<file path="config.mk">
export PLATFORM = sky130hd
export DESIGN_NAME = mem_data_arbiter
export DESIGN_NICKNAME = d
export VERILOG_FILES = /design/src/rtl/mem_data_arbiter.sv
export SDC_FILE = /design/constraint.sdc
export NUM_CORES = 1
export LEC_CHECK = 0
export ABC_AREA = 1
export CAP_MARGIN = 5
export CORE_ASPECT_RATIO = 1.5
export CORE_MARGIN = 2
export CORE_UTILIZATION = 39
export CTS_CLUSTER_DIAMETER = 80
export DETAILED_ROUTE_END_ITERATION = 10
export HOLD_SLACK_MARGIN = 0.05
export PLACE_DENSITY = 0.8
export SLEW_MARGIN = 15
export SYNTH_ARGS = -nofsm -noshare
export SYNTH_HDL_FRONTEND = slang
export SYNTH_SLANG_ARGS = --single-unit
</file>
<file path="constraint.sdc">
create_clock -name clk -period 1.6 [get_ports clk]
set_clock_uncertainty 0.15 [all_clocks]
set_input_delay 0.16 -clock clk [delete_from_list [all_inputs] [get_ports clk]]
set_output_delay 0.16 -clock clk [all_outputs]
set_load 0.02 [all_outputs]
</file>
<file path="src/rtl/mem_data_arbiter.sv">
// Two-requester round-robin arbiter in front of a single-port, fixed-latency data memory.
// Writes complete in the grant cycle. Reads hold the memory address for MEM_LAT cycles.
// The read result is then returned to the requester that issued the read.
module mem_data_arbiter #(
  parameter int unsigned XLEN    = 32,
  parameter int unsigned MEM_LAT = 1
) (
  input  logic            clk,
  input  logic            reset,

  input  logic            r0_req,
  input  logic            r0_we,
  input  logic [XLEN-1:0] r0_addr,
  input  logic [XLEN-1:0] r0_wdata,
  output logic            r0_gnt,
  output logic            r0_rvalid,
  output logic [XLEN-1:0] r0_rdata,

  input  logic            r1_req,
  input  logic            r1_we,
  input  logic [XLEN-1:0] r1_addr,
  input  logic [XLEN-1:0] r1_wdata,
  output logic            r1_gnt,
  output logic            r1_rvalid,
  output logic [XLEN-1:0] r1_rdata,

  output logic [XLEN-1:0] mem_address,
  output logic [XLEN-1:0] mem_data,
  output logic            mem_iWrite,
  input  logic [XLEN-1:0] mem_out,

  output logic            busy
);

  localparam int unsigned CW = $clog2(MEM_LAT + 1);

  typedef enum logic [0:0] {StIdle, StRdWait} state_e;

  state_e            state_q;
  logic [CW-1:0]     cnt_q;
  logic              rr_last_q;   // requester granted most recently
  logic [XLEN-1:0]   rd_addr_q;
  logic              rd_owner_q;

  logic              sel_valid;
  logic              sel;         // 0 = r0, 1 = r1
  logic              sel_we;
  logic [XLEN-1:0]   sel_addr;
  logic [XLEN-1:0]   sel_wdata;

  // Winner selection: only in IDLE and never while reset is asserted.
  always_comb begin
    sel_valid = 1'b0;
    sel       = 1'b0;
    if (!reset && state_q == StIdle) begin
      if (r0_req && r1_req) begin
        sel_valid = 1'b1;
        sel       = ~rr_last_q;
      end else if (r0_req) begin
        sel_valid = 1'b1;
        sel       = 1'b0;
      end else if (r1_req) begin
        sel_valid = 1'b1;
        sel       = 1'b1;
      end
    end
    sel_we    = sel ? r1_we    : r0_we;
    sel_addr  = sel ? r1_addr  : r0_addr;
    sel_wdata = sel ? r1_wdata : r0_wdata;
  end

  // Grant pulses and memory-side drive.
  always_comb begin
    r0_gnt      = sel_valid && !sel;
    r1_gnt      = sel_valid && sel;
    mem_address = '0;
    mem_data    = '0;
    mem_iWrite  = 1'b0;
    if (state_q == StRdWait) begin
      mem_address = rd_addr_q;
    end else if (sel_valid) begin
      mem_address = sel_addr;
      mem_data    = sel_wdata;
      mem_iWrite  = sel_we;
    end
    busy = (state_q == StRdWait);
  end

  // Arbitration state, read sequencing and registered read responses.
  always_ff @(posedge clk) begin
    if (reset) begin
      state_q    <= StIdle;
      cnt_q      <= '0;
      rr_last_q  <= 1'b1;
      rd_addr_q  <= '0;
      rd_owner_q <= 1'b0;
      r0_rvalid  <= 1'b0;
      r1_rvalid  <= 1'b0;
      r0_rdata   <= '0;
      r1_rdata   <= '0;
    end else begin
      r0_rvalid <= 1'b0;
      r1_rvalid <= 1'b0;
      unique case (state_q)
        StIdle: begin
          if (sel_valid) begin
            rr_last_q <= sel;
            if (!sel_we) begin
              rd_addr_q  <= sel_addr;
              rd_owner_q <= sel;
              cnt_q      <= CW'(1);
              state_q    <= StRdWait;
            end
          end
        end
        StRdWait: begin
          if (cnt_q == CW'(MEM_LAT)) begin
            if (rd_owner_q) begin
              r1_rdata  <= mem_out;
              r1_rvalid <= 1'b1;
            end else begin
              r0_rdata  <= mem_out;
              r0_rvalid <= 1'b1;
            end
            cnt_q   <= '0;
            state_q <= StIdle;
          end else begin
            cnt_q <= cnt_q + CW'(1);
          end
        end
        default: state_q <= StIdle;
      endcase
    end
  end

endmodule
</file>
# Word level (Yosys, flattened, before mapping)

Cells that the tools add are included.

$add $sub $neg: 1
Bitwise gates (word level): 5
Multiplexer cells: 26
Reduce and logical (&&, ||, !) cells: 12
Equality and inequality tests: 2

Operator list:

| cell                                  | number |
|---|---|
| 32-bit 2-to-1 mux                     | 6 |
| 1-bit 2-to-1 mux                      | 18 |
| 3-bit AND reduction                   | 3 |
| 1-bit NOT                             | 5 |
| 1-bit logical AND                     | 4 |
| 2-bit != test (second input constant) | 2 |
| 1-bit case mux with 2 select lines    | 2 |
| 2-bit AND reduction                   | 2 |
| 3-bit OR reduction                    | 1 |
| 1-bit zero test                       | 2 |
| 1-bit adder (second input constant)   | 1 |

Bits of input ports: 166
Register bits after elaboration: 102
Logic and storage cells: 55
Output and inout port bits: 134

# Depth between registers and ports, before layout

Gate-level depths: netlist of run 1.

Depth in word-level cells: 8
Gate-level depth with buffers: 10
Mapped depth without buffers: 8

# Worst setup path after synthesis of run 1

Ideal clock, no wire load.

Path kind: register -> output
Start: register state_q, in the netlist busy
End: output mem_address[12]
Arrival: 1.477 ns
Path slack: -0.187 ns
Path buffers: 1
Stages on the path, launching flop included: 7
Required time: 1.290 ns
Cells stage by stage: dfxtp_1 -> nor2_8 -> inv_2 -> nor2_8 -> inv_2 -> clkbuf_1 -> o22ai_1

Cells in the longest elaborated chain, start to end: 6
Elaborated cells on any way between the ends: 7
Those cells by class: mux (5); bitwise (1); reduce/logical (1)

RTL lines:

| item                       | RTL line | text |
|---|---|---|
| from (decl)                | 39       | `state_e state_q;` |
| from (signal assigned)     | 92       | `state_q <= StIdle;` |
| from (signal assigned)     | 112      | `state_q <= StRdWait;` |
| from (signal assigned)     | 126      | `state_q <= StIdle;` |
| 1-bit NOT (no source line) | n/a      |  |
| 1-bit logical AND          | 55       | `if (!reset && state_q == StIdle) begin` |
| 1-bit 2-to-1 mux           | 55       |  |
| 32-bit 2-to-1 mux          | 68       | `sel_addr = sel ? r1_addr : r0_addr;` |
| 32-bit 2-to-1 mux          | 81       | `end else if (sel_valid) begin` |
| 32-bit 2-to-1 mux *        | 79       | `if (state_q == StRdWait) begin` |
| to (decl)                  | 27       | `output logic [XLEN-1:0] mem_address,` |

Mark *: on every way between the ends. The rest lies on a longest branch, timed or not.

# Worst setup path after layout of run 1

Start: register rr_last_q
End: output mem_data[7]

Cells in the longest elaborated chain, start to end: 6

RTL lines:

| item                   | RTL line | text |
|---|---|---|
| from (decl)            | 41       | `logic rr_last_q;` |
| from (signal assigned) | 107      | `rr_last_q <= sel;` |
| 1-bit NOT              | 58       | `sel = ~rr_last_q;` |
| 1-bit 2-to-1 mux       | 56       | `if (r0_req && r1_req) begin` |
| 1-bit 2-to-1 mux       | 55       |  |
| 32-bit 2-to-1 mux      | 69       | `sel_wdata = sel ? r1_wdata : r0_wdata;` |
| 32-bit 2-to-1 mux      | 81       |  |
| 32-bit 2-to-1 mux      | 79       |  |
| to (decl)              | 28       | `output logic [XLEN-1:0] mem_data,` |

No other way between the ends.

==> flow_summary.yaml, run 1 <==
pwr:
  ir_drop_mv: 0.6288
  p_leak_uw: 0.005499
  powerDensity_mw_per_mm2: 710.8
setup_path:
  start_kind: "flop"
  path_max_fanout: 5
  endpoint_kind: "output port"
  cp_data_arrival_time_ns: 1.76
  crit_type: "reg -> out"
  ff2ff_path_depth: 11
  cp_data_required_time_ns: 1.29
final_layout:
  multi_input_area_sq_mm: 0.003323
  fin_cells: 1331
  final_nets: 1329
  layout-drive-gt1-share_pct: 27.31
  regArea_sq_mm: 0.002047
  area_growth_pct: 103.0
  fillers: 879
hold_path:
  hold_class: "in -> reg"
  hold_depth: 3
clocking:
  clk_path_buf_depth: 2
  htree_num_levels: 3
  root_buffer: "clkbuf_16"
  cts_tree: "done"
  cts.sinks: 102
  clk_latency_ns: 0.35
  cts.clk_slew.worst_paths_ns: 0.08
  cts_buffers: 9
grt:
  grt.total_usage_pct: 28.73
  antenna_found_initial: 1
  grt_pass1_vias: 6357
  grt-ovfl-total: 0
  grt_pass1_wl_mm: 33.39
  grt_max_degree: 36
drt:
  dr.first_iter.drc_count: 262
  first_pass_iters: 5
  vias: 6834
  drt_wl_total_mm: 23.61
  drtAntennaViolNets: 0
  via_per_inst: 5.134
  routedWlPerCell_um: 17.74
  drc: 0
logic_synthesis:
  ys_ff_latch: 102
  yosysMostFrequentCell: "nand2_1"
  yosysTopAreaCell: "dfxtp_1"
  synth_cell_types: 22
  syn-num-nets: 979
  synth_top_area_share_pct: 38.52
  synth_edf_count: 0
  ys_warn_count: 0
  netlist_top_cells_count: "171 x nand2_1, 133 x inv_1, 104 x nor2_1"
  synth_seq_area_share_pct: 38.52
  synth-main-ff-cell: "dfxtp_1"
  synth_area_leaders: "dfxtp_1 39%, nand2_1 12%, inv_1 9.4%"
  synth_area_sq_mm: 0.005301
  synth.avg_cell_area_sq_um: 6.521
  postSynthCellCount: 813
  synthArstFlopShare_pct: 0
floorplanning:
  initial_core_util_pct: 39.55
  pin_count: 300
  core.rowCount: 52
  die_area_sq_mm: 0.01456
  core-area_sq_mm: 0.01340
  die_w_um: 99.20
  die_y_um: 146.8
sta:
  period_share_pct: 129.3
  hold_violations: 0
  max_freq_mhz: 483.4
  slew_headroom_pct: 73.23
  worstMarginPinSlew_ns: 0.4016
  rsz0062_at_grt: "true"
  holdWs_ns: 0.2634
  fin_crit_ns: 2.068
  finalSetupViolations: 102
  finalMaxSlewViolations: 0
  layout_setup_ws_ns: -0.4685
placed_design:
  gp_congestion: 0.8479
  portBuffers: 299
  hpwl_mm: 15.57
  dp_cells: 1283
  place_ws_ns: -0.8685
status:
  violations: "negative setup slack"
  outcome: "complete, but fails checks"
job:
  cap_viol_max_count: 0
metrics by stage:
stage | util [%] | setup TNS (ns) | instance area (sq um) | total power, uW
floorplan | - | 0 | 5936 | 3921
global placement | 71.17 | -88.58 | 9539 | 5059
detailed placement | 71.17 | -90.68 | 9539 | 5099
CTS | 74.79 | -29.37 | 10020 | 7374
global route | 80.27 | -42.05 | 10760 | 7968
finish | 80.27 | -34.14 | 10760 | 7648
cell type report:
type                       instances  area share (%)
tap                              162           1.884
clock buffer                      10           2.128
sequential                       102           19.03
multi-input combinational        510           30.89
inverter                         140           5.070
timing repair buffer             400           40.40
antenna                            1         0.02326
clock inverter                     6          0.5815
flip-flops by register name, indices dropped and copies added, names as in the netlist:
register / count
r0_rdata: 32
busy: 1
rd_addr_q: 32
r1_rvalid: 1
r1_rdata: 32
cnt_q: 1
rd_owner_q: 1
r0_rvalid: 1
rr_last_q: 1
worst paths after layout:
kind	startpoint	end	slack, ns
worst min register to register	r1_rdata[20]	r1_rdata[20]	0.31
worst max-delay path	rr_last_q	mem_data[7]	-0.47
worst min-delay path	mem_out[11]	r1_rdata[11]	0.26
worst max register to register	busy	rd_addr_q[7]	-0.27
cells in the final DEF (no fill, tap or decap), drive strengths merged:
master / count
a21oi: 33
a22o: 30
buf: 159
bufbuf: 1
clkbuf: 17
clkdlybuf4s15: 1
clkdlybuf4s50: 162
clkinv: 3
dfxtp: 102
diode: 1
dlygate4sd2: 48
dlymetal6s2s: 22
inv: 143
nand2: 173
nand3: 66
nand4: 33
nor2: 107
o21ai: 35
o22ai: 32
or2: 1
power by group:
group	total (uW)	internal, uW	leakage [uW]	switching (uW)
combinational	2800	1450	0.00453	1350
sequential	2680	2640	0.000829	41.9
clock	2170	1100	0.000143	1060
what timing repair did:
item                                    in CTS  in global routing
setup buffers                                4                 20
cloned                                       4                  7
hold buffers                                 0                  0
resized for setup                          457                118
endpoints found under the setup margin     167                124
pin swaps                                    2                 32
cell families (layout without fill, tap and decap cells):
family / count (synthesis) / after routing / share of synthesized area (%)
AND/OR/NAND/NOR: 380 / 380 / 31.15
other: 0 / 1 / 0
AO/OA/AOI/OAI: 130 / 130 / 15.15
buffers and inverters: 201 / 556 / 15.18
flip-flops: 102 / 102 / 38.52
critical path, stage by stage, from the launching register on:
cell and delay, ns:
dfxtp_2 0.36, nand2_4 0.08, nand3_4 0.17, clkinv_4 0.13, buf_12 0.15, clkbuf_16 0.15
a22o_4 0.24, buf_6 0.13
metal layers:
metal / vias to the layer above / track usage (%) / part of all wire, %
li1: 3303 / - / -
met1: 3190 / 33.62 / 37
met5: - / 0 / 0
met4: 0 / 8.836 / 3.5
met2: 281 / 50.47 / 52
met3: 60 / 8.040 / 7.8
No activity file was read; power rests on OpenSTA's default activity.
==> run 2: changes to the inputs <==
--- a/config.mk
+++ b/config.mk
@@ -10,7 +10,7 @@
 export CORE_ASPECT_RATIO = 1.5
 export CORE_MARGIN = 2
 export CORE_UTILIZATION = 39
-export CTS_CLUSTER_DIAMETER = 80
+export CTS_CLUSTER_DIAMETER = 50
 export DETAILED_ROUTE_END_ITERATION = 10
 export HOLD_SLACK_MARGIN = 0.05
 export PLACE_DENSITY = 0.8
==> results of run 2 <==
The final DEF is identical to that of run 1; final timing and power are the same.
==> run 3: changes to the inputs <==
--- a/config.mk
+++ b/config.mk
@@ -7,7 +7,7 @@
 export LEC_CHECK = 0
 export ABC_AREA = 1
 export CAP_MARGIN = 5
-export CORE_ASPECT_RATIO = 1.5
+export CORE_ASPECT_RATIO = 1.1
 export CORE_MARGIN = 2
 export CORE_UTILIZATION = 39
 export CTS_CLUSTER_DIAMETER = 50
==> run 3 against run 2 <==
Net effect:
- the flow still finishes with violations (negative setup slack)
- sequential share of layout area grew 0.37 points
- critical path type unchanged
- setup slack gained 0.047 ns
- wire length grew 0.14%
- critical path depth is the same
- first-iteration DRC count grew 59%
- hold slack gained 0.0097 ns
- register-to-register slack lost 0.12 ns
- final cell count grew 2.3%
- global-route usage grew 0.85 points
- via count grew 2.5%
- critical endpoint is now mem_address[6]
- total power shrank 0.72%
==> flow_summary.yaml, run 3 (synthesis results as in run 1) <==
drt:
  dr.first_iter.drc_count: 417
  vias: 7007
  drt_wl_total_mm: 23.65
  drc: 0
  via_per_inst: 5.145
  drtAntennaViolNets: 0
  first_pass_iters: 5
  routedWlPerCell_um: 17.36
setup_path:
  cp_data_arrival_time_ns: 1.71
  crit_chain: "nor2_8 > nand3_4 > buf_4 > nand2_1 > nand2_1 > o22ai_2 > buf_4"
  r2r_setup_slack_ns: -0.39
  path_max_fanout: 5
  worstPathBufferInverterCount: 2
  max_stage_delay_ns: 0.37
  start_kind: "flop"
  crit_slowest_cell: "dfxtp_4"
  ff2ff_path_depth: 11
  reg2reg_to: "rd_addr_q[7]"
  endpoint_kind: "output port"
  crit_family: "simple AND/OR/NAND/NOR gates"
  cp_data_required_time_ns: 1.29
  crit_type: "reg -> out"
  r2r_start: "busy"
hold_path:
  hold_class: "in -> reg"
  hold_end: "r1_rdata[5]"
  hold_depth: 3
  min-delay-start: "mem_out[5]"
placed_design:
  hpwl_mm: 15.64
  portBuffers: 299
  place_ws_ns: -0.8650
  gp_congestion: 0.8923
clocking:
  clk_path_buf_depth: 2
  cts_hold_buf: 0
  htree_num_levels: 3
  cts_tree: "done"
  cts.clk_slew.worst_paths_ns: 0.07
  clk_latency_ns: 0.34
  cts_buffers: 9
  cts.sinks: 102
  root_buffer: "clkbuf_16"
job:
  cap_viol_max_count: 0
floorplanning:
  die_w_um: 115.2
  die_area_sq_mm: 0.01454
  core-area_sq_mm: 0.01327
  pin_count: 300
  die_y_um: 126.3
  core.rowCount: 44
  initial_core_util_pct: 39.96
grt:
  grt_pass1_wl_mm: 34.13
  grt-ovfl-total: 0
  antenna_found_initial: 3
  grt_pass1_vias: 6669
  grt_max_degree: 42
  grt.total_usage_pct: 29.58
status:
  outcome: "complete, but fails checks"
  violations: "negative setup slack"
pwr:
  powerDensity_mw_per_mm2: 719.3
  p_leak_uw: 0.005295
  ir_drop_mv: 0.5382
sta:
  fin_crit_ns: 2.021
  slew_headroom_pct: 73.12
  finalSetupViolations: 102
  max_freq_mhz: 494.8
  layout_setup_ws_ns: -0.4211
  period_share_pct: 126.3
  finalMaxSlewViolations: 0
  rsz0062_at_grt: "true"
  worstMarginPinSlew_ns: 0.4032
  holdWs_ns: 0.2731
  hold_violations: 0
final_layout:
  top_regs: "r0_rdata: 32 flops, r1_rdata: 32 flops, rd_addr_q: 32 flops"
  layout-drive-gt1-share_pct: 26.72
  fillers: 873
  multi_input_area_sq_mm: 0.003223
  regArea_sq_mm: 0.002047
  area_growth_pct: 99.10
  most-common-layout-cells: "165 x clkdlybuf4s50_1, 136 x nand2_1, 130 x inv_1"
  final_nets: 1336
  layout_commonest_cell: "clkdlybuf4s50_1"
[run 3: power by group]
part | internal (uW) | leakage (uW) | switching (uW) | total, uW
clock network | 1150 | 0.000147 | 1060 | 2200
registers | 2640 | 0.000829 | 42.0 | 2680
logic | 1390 | 0.00432 | 1320 | 2710
total | 5180 | 0.00529 | 2420 | 7590
[run 3: layout make-up]
type	count	area share, %
clock buffers	10	2.264
clock inverters	6	0.5808
multi-input cells	511	30.54
well taps	184	2.181
diodes	3	0.07112
flip-flops and latches	102	19.39
inverters	140	5.145
repair buffers	406	39.83
[run 3: timing repair]
action | CTS | global route
setup buffers | 9 | 10
pin swaps | 7 | 21
endpoints found under the hold margin | 0 | 0
gates cloned | 5 | 6
gates resized for setup | 468 | 72
endpoints found under the setup margin | 157 | 113
[run 3: how the worst max path moves through the flow]
stage | start | endpoint | slack, ns | cells past startpoint
floorplan | busy | mem_data[10] | 0.008 | 7
global placement | reset | mem_address[13] | -0.84 | 8
detailed placement | reset | mem_data[19] | -0.87 | 8
CTS | busy | mem_data[20] | -0.44 | 9
global route | busy | mem_address[6] | -0.50 | 7
finish | busy | mem_address[6] | -0.42 | 7
[run 3: metal layers]
layer | vias up | part of all wire (%) | track usage (%)
li1 | 3317 | - | -
met1 | 3275 | 36 | 32.15
met2 | 360 | 51 | 52.66
met3 | 55 | 10 | 10.97
met4 | 0 | 3.1 | 9.568
met5 | - | 0 | 0
[run 3: worst reg2reg max path, cell delays in order (launching register included)]
cell and delay [ns]:
dfxtp_4 0.37, nor2_8 0.15, buf_4 0.14, buf_4 0.12, buf_6 0.11, nand4_1 0.09
nand2_2 0.16, buf_6 0.13, bufbuf_16 0.27, nand3_1 0.10, nand2_1 0.08, nor2_1 0.04
[run 3: per-stage QoR]
stage	cells	area (sq um)	utilization, %	TNS, ns	total power [uW]
after floorplan	813	5936	-	0	3921
after global placement	1317	9709	73.18	-89.26	5111
after detailed placement	1317	9709	73.18	-93.58	5147
after CTS	1347	10270	77.44	-33.96	7492
after global routing	1362	10560	79.55	-41.72	7894
final	1362	10560	79.55	-34.23	7592
